[src/rtl/word_unpacker.sv]
// word_unpacker: splits 2*W-bit words into two W-bit bytes, MSB byte first, paced by en.
// Latency: a word accepted at edge k can emit its MSB byte at edge k+1; the LSB byte follows at the next en edge.
// Backpressure: one-deep pending buffer B; ready=0 while B is full; a load while ready=0 is dropped and sets sticky overrun.
// Optional feature macro UNPACK_PARITY_EN adds a registered even-parity output alongside data_out.
module word_unpacker #(
  parameter int W = 8
) (
  input  logic           clk,
  input  logic           rst,
  input  logic           load,
  input  logic [2*W-1:0] data_in,
  input  logic           en,
  output logic           ready,
  output logic [W-1:0]   data_out,
  output logic           valid_out,
`ifdef UNPACK_PARITY_EN
  output logic           parity_out,
`endif
  output logic           overrun
);

  typedef enum logic [1:0] {
    IDLE = 2'd0,
    HI   = 2'd1,
    LO   = 2'd2
  } state_t;

  state_t         state, state_nxt;
  logic [2*W-1:0] h, h_nxt;
  logic [2*W-1:0] b, b_nxt;
  logic           b_full, b_full_nxt;
  logic [W-1:0]   dout_nxt;
  logic           vld_nxt;
  logic           accept;

  // ready depends only on registered state, so load never combinationally affects it
  assign ready  = ~b_full;
  assign accept = load & ready;

  // State register
  always_ff @(posedge clk) begin
    if (!rst) state <= IDLE;
    else      state <= state_nxt;
  end

  // Next-state and datapath decode; everything holds unless a case overrides it
  always_comb begin
    state_nxt  = state;
    h_nxt      = h;
    b_nxt      = b;
    b_full_nxt = b_full;
    dout_nxt   = data_out;
    vld_nxt    = 1'b0;
    unique case (state)
      IDLE: begin
        // B is always empty here, so every load is accepted straight into H
        if (accept) begin
          h_nxt     = data_in;
          state_nxt = HI;
        end
      end
      HI: begin
        if (en) begin
          dout_nxt  = h[2*W-1:W];
          vld_nxt   = 1'b1;
          state_nxt = LO;
        end
        if (accept) begin
          b_nxt      = data_in;
          b_full_nxt = 1'b1;
        end
      end
      LO: begin
        if (en) begin
          dout_nxt = h[W-1:0];
          vld_nxt  = 1'b1;
          if (b_full) begin
            // pending word takes over; any load this edge sees ready=0 and is dropped
            h_nxt      = b;
            b_full_nxt = 1'b0;
            state_nxt  = HI;
          end else if (accept) begin
            // H frees up this edge, so bypass B entirely
            h_nxt     = data_in;
            state_nxt = HI;
          end else begin
            state_nxt = IDLE;
          end
        end else if (accept) begin
          b_nxt      = data_in;
          b_full_nxt = 1'b1;
        end
      end
      default: state_nxt = IDLE;
    endcase
  end

  // Datapath registers: H, B, output byte and valid strobe
  always_ff @(posedge clk) begin
    if (!rst) begin
      h         <= '0;
      b         <= '0;
      b_full    <= 1'b0;
      data_out  <= '0;
      valid_out <= 1'b0;
    end else begin
      h         <= h_nxt;
      b         <= b_nxt;
      b_full    <= b_full_nxt;
      data_out  <= dout_nxt;
      valid_out <= vld_nxt;
    end
  end

  // Sticky overrun: any load arriving while the pending buffer is full
  always_ff @(posedge clk) begin
    if (!rst)                overrun <= 1'b0;
    else if (load && !ready) overrun <= 1'b1;
  end

`ifdef UNPACK_PARITY_EN
  // Parity tracks data_out, updated only when a new byte is emitted
  always_ff @(posedge clk) begin
    if (!rst)         parity_out <= 1'b0;
    else if (vld_nxt) parity_out <= ^dout_nxt;
  end
`endif

endmodule

[config.mk]
export PLATFORM = sky130hd
export DESIGN_NAME = word_unpacker
export DESIGN_NICKNAME = d
export VERILOG_FILES = /design/src/rtl/word_unpacker.sv
export SDC_FILE = /design/constraint.sdc
export NUM_CORES = 1
export LEC_CHECK = 0
export BUFFER_PORTS_ARGS = -buffer_cell sky130_fd_sc_hd__buf_2
export CAP_MARGIN = 5
export CORE_UTILIZATION = 45
export DETAILED_ROUTE_END_ITERATION = 16
export HOLD_SLACK_MARGIN = 0.1
export PLACE_DENSITY = 0.76
export SYNTH_ARGS = -nofsm -noshare
export SYNTH_HDL_FRONTEND = slang
export SYNTH_SLANG_ARGS = --single-unit
[constraint.sdc]
create_clock -name clk -period 2.7 [get_ports clk]
set_clock_uncertainty 0.2 [all_clocks]
set_input_delay 0.135 -clock clk [delete_from_list [all_inputs] [get_ports clk]]
set_output_delay 0.135 -clock clk [all_outputs]
set_load 0.05 [all_outputs]
==> impl_table.tex <==
\begin{tabular}{lr}
\hline
Metric & Value \\
\hline
\multicolumn{2}{l}{\textbf{Status}} \\
Status & finished, final reports clean \\
\multicolumn{2}{l}{\textbf{Placement}} \\
Number of input and output port buffers inserted & 30 \\
RD Place Congestion & about 0.76 \\
HPWL after detailed placement & 2762 um \\
Placed inst area & 2250 um\^{}2 \\
\multicolumn{2}{l}{\textbf{Critical path}} \\
Number of cell instances on the worst register-to-register path & 9 \\
Cell at the slowest stage of the critical path & dfxtp\_1 \\
Worst path buffer plus inverter count & 4 \\
Top cell family by delay on the critical path & buffers and inverters \\
Worst Setup EP & h[0] \\
Crit path DAT & between 2 and 2.5 ns \\
Crit-path most repeated cell & buf\_4 \\
Reg-to-Reg End & h[0] \\
Startpoint-to-endpoint class of the critical path & reg2reg \\
Startpoint of the most critical setup path & state[0] \\
Cell depth of the worst setup path & 9 \\
Ordered list of cells on the worst path & inv\_1 -> ha\_1 -> buf\_4 -> nand2\_1 -> buf\_4 -> a21oi\_2 -> buf\_4 -> nand3\_1 -> o211a\_1 \\
CP max FO & 31 \\
Worst path required time & roughly 2.7 ns \\
Critical Path End Type & flip-flop \\
Longest individual stage delay on the worst path & around 0.35 ns \\
Slack of the worst reg-to-reg path & between 0.5 and 0.6 ns \\
Crit Reg-Reg Startpoint & state[0] \\
Startpoint class of the critical path & flip-flop \\
\multicolumn{2}{l}{\textbf{Layout}} \\
Core Util, Final & 0.5739 \\
Post-route cell area & 2516 um\^{}2 \\
Layout net count & 285 \\
Ratio of cells with drive above 1 in the final layout & 0.1808 \\
Most frequent standard cell in the layout excluding fill and tap cells & dfxtp\_1 \\
Top library cells by usage in the layout, fill and taps aside & dfxtp\_1, nand3\_1, buf\_2, mux2i\_1, nand2\_1 \\
Number of fill cells in the layout & roughly 390 \\
Final antenna diode count & 0 \\
Post-synthesis to final-layout area growth & 21.58\% \\
\multicolumn{2}{l}{\textbf{Global routing}} \\
Pin count of the biggest net entering global routing & 46 \\
All-Layer GR Usage & 0.1842 \\
Leftover overflow at the end of global routing & 0 \\
Via count of the first global-routing pass & 1588 \\
Initial antenna violation count & 0 \\
Wire length of the first global-routing pass & roughly 7300 um \\
\multicolumn{2}{l}{\textbf{Hold path}} \\
Hold Crit Class & in2reg \\
\multicolumn{2}{l}{\textbf{Yosys}} \\
Yosys Warn Count & 0 \\
Total standard cell area after synthesis & slightly above 2000 um\^{}2 \\
Average cell area after synthesis & 9.626 um\^{}2 \\
Net Count, Synth & 241 \\
Post-synthesis sequential area ratio & 0.4353 \\
Synth unique cells & 25 \\
Number of cells produced by synthesis & 215 \\
Total of flip-flops plus latches after synthesis & 45 \\
\multicolumn{2}{l}{\textbf{Timing}} \\
Final sum of negative setup slack & 0 ns \\
Number of setup violations in the final report & 0 \\
Worst slew pin tran & $\sim$0.7 ns \\
FMAX & about 460 MHz \\
Minimum clock period & approximately 2.2 ns \\
Portion of the clock cycle consumed by the worst path in the final layout & 0.8109 \\
Number of hold violations in the final report & 0 \\
Total count of max-transition violations in the final report & 0 \\
RSZ-0062 raised after global routing & false \\
Worst relative slew slack & 0.5338 \\
\multicolumn{2}{l}{\textbf{Pwr}} \\
Total power of the final layout & $\sim$2.1 mW \\
Total power divided by cell area & $\sim$840 nW/um\^{}2 \\
Static leakage & $\sim$1.2 nW \\
Worst ir drop on vdd & 0.4712 mV \\
\multicolumn{2}{l}{\textbf{Route}} \\
DRT antenna net count & 0 \\
Wirelength, routed & roughly 4100 um \\
WL per Instance & approximately 13 um \\
First-pass iteration count of the detailed router & 5 \\
DRC & 0 \\
Via density per instance & 5.391 \\
Initial DRC Count & between 100 and 150 \\
Count of vias placed by the detailed router & 1682 \\
\multicolumn{2}{l}{\textbf{Clock network}} \\
Buffer levels on the longest clock path & 2 \\
Clock network latency to the later pin of the worst-skew pair & just under 0.3 ns \\
Clock tree from TritonCTS & yes \\
Post-CTS setup buffers & 0 \\
Clk sinks & 45 \\
Clock root buffer & clkbuf\_8 \\
Max H-tree Level & 2 \\
Clock buffers created by TritonCTS & 5 \\
Clock-pin slew on the worst setup and hold paths & approximately 0.080 ns \\
\multicolumn{2}{l}{\textbf{Floorplan}} \\
Vertical die dimension & around 70 um \\
Standard cell core area & 4384 um\^{}2 \\
I/O pin count & 31 \\
Starting density of the core & 0.4720 \\
Row Count & 24 \\
Width of the die & 69.82 um \\
Die outline area & around 5000 um\^{}2 \\
\multicolumn{2}{l}{\textbf{Job}} \\
Max Cap Viol & 0 \\
\hline
\end{tabular}
-- power breakdown --
group | switching (mW) | internal, mW
Clock | 0.222 | 0.179
Combinational | 0.484 | 0.324
Sequential | 0.0914 | 0.817
Total | 0.797 | 1.32
-- logic make-up after synthesis --
kind of cell,synth area share
compound gates,0.1548
fa+ha+maj,0.03627
buf+inv,0.04595
flops,0.4353
mux,0.1258
simple gates,0.2019
-- final cells by class --
| class | instances | area, um^2 | share of cell area |
|---|---|---|---|
| clock buffers | 5 | 68.82 | 0.02735 |
| clock inverters | 3 | 17.52 | 0.006962 |
| inverters | 3 | 11.26 | 0.004475 |
| multi-input cells | 150 | 1077 | 0.4281 |
| flip-flops and latches | 45 | 900.9 | 0.3580 |
| well taps | 52 | 65.06 | 0.02586 |
| repair buffers | 54 | 375.4 | 0.1492 |
-- metrics by stage --
stage                     std cells  hold slack [ns]  setup WS, ns
final                           312           0.1982        0.5106
after global routing            312           0.2791        0.3604
after CTS                       312           0.1958        0.5282
after detailed placement        286           0.2203        0.5383
after global placement          286           0.2142        0.6041
after floorplan                 215          0.08752        0.7372
-- worst reg2reg max path: stages, from the launching register on --
cell     delay, ns
dfxtp_1       0.35
inv_1         0.13
ha_1          0.18
buf_4         0.22
nand2_1       0.08
buf_4         0.21
a21oi_2       0.14
buf_4         0.30
nand3_1       0.15
o211a_1       0.15
-- synth_stat cells (all sizes together) --
master	number	share of area
a211oi	1	0.0097
a21boi	1	0.0036
a21o	1	0.0036
a21oi	4	0.0097
and2	1	0.0030
and3	1	0.0030
buf	8	0.024
clkbuf	9	0.016
dfxtp	45	0.44
ha	6	0.036
inv	3	0.0054
mux2i	26	0.13
nand2	25	0.045
nand2b	2	0.0097
nand3	33	0.080
nor2	2	0.0036
nor2b	19	0.057
o211a	23	0.11
o21a	2	0.0073
o21bai	1	0.0036
o22ai	2	0.0060
-- how the worst min path moves through the flow --
| stage | slack, ns | end | startpoint | cells after the start |
|---|---|---|---|---|
| after floorplan | 0.09 | valid_out | en | 1 |
| after global placement | 0.21 | b[3] | data_in[3] | 3 |
| after detailed placement | 0.22 | b[12] | data_in[12] | 3 |
| after CTS | 0.20 | b_full | rst | 3 |
| after global routing | 0.28 | h[11] | rst | 2 |
| final | 0.20 | b_full | rst | 3 |
-- layer usage --
layer	share of wire	global-route usage	vias to the layer above
li1	-	-	839
met1	0.47	0.2406	792
met2	0.47	0.3024	38
met3	0.031	0.03052	13
met4	0.022	0.07333	0
met5	0	0	-
-- registers in the layout, summed over array words and instances, names as in the netlist --
register / count
valid_out: 1
data_out: 8
overrun: 1
h: 16
b_full: 1
state: 2
b: 16
-- repair_timing --
item / in CTS / in global routing
hold endpoints to repair: 35 / 0
resized for setup: 0 / 0
hold buffers: 18 / 0
(Power assumes the default switching activity.)
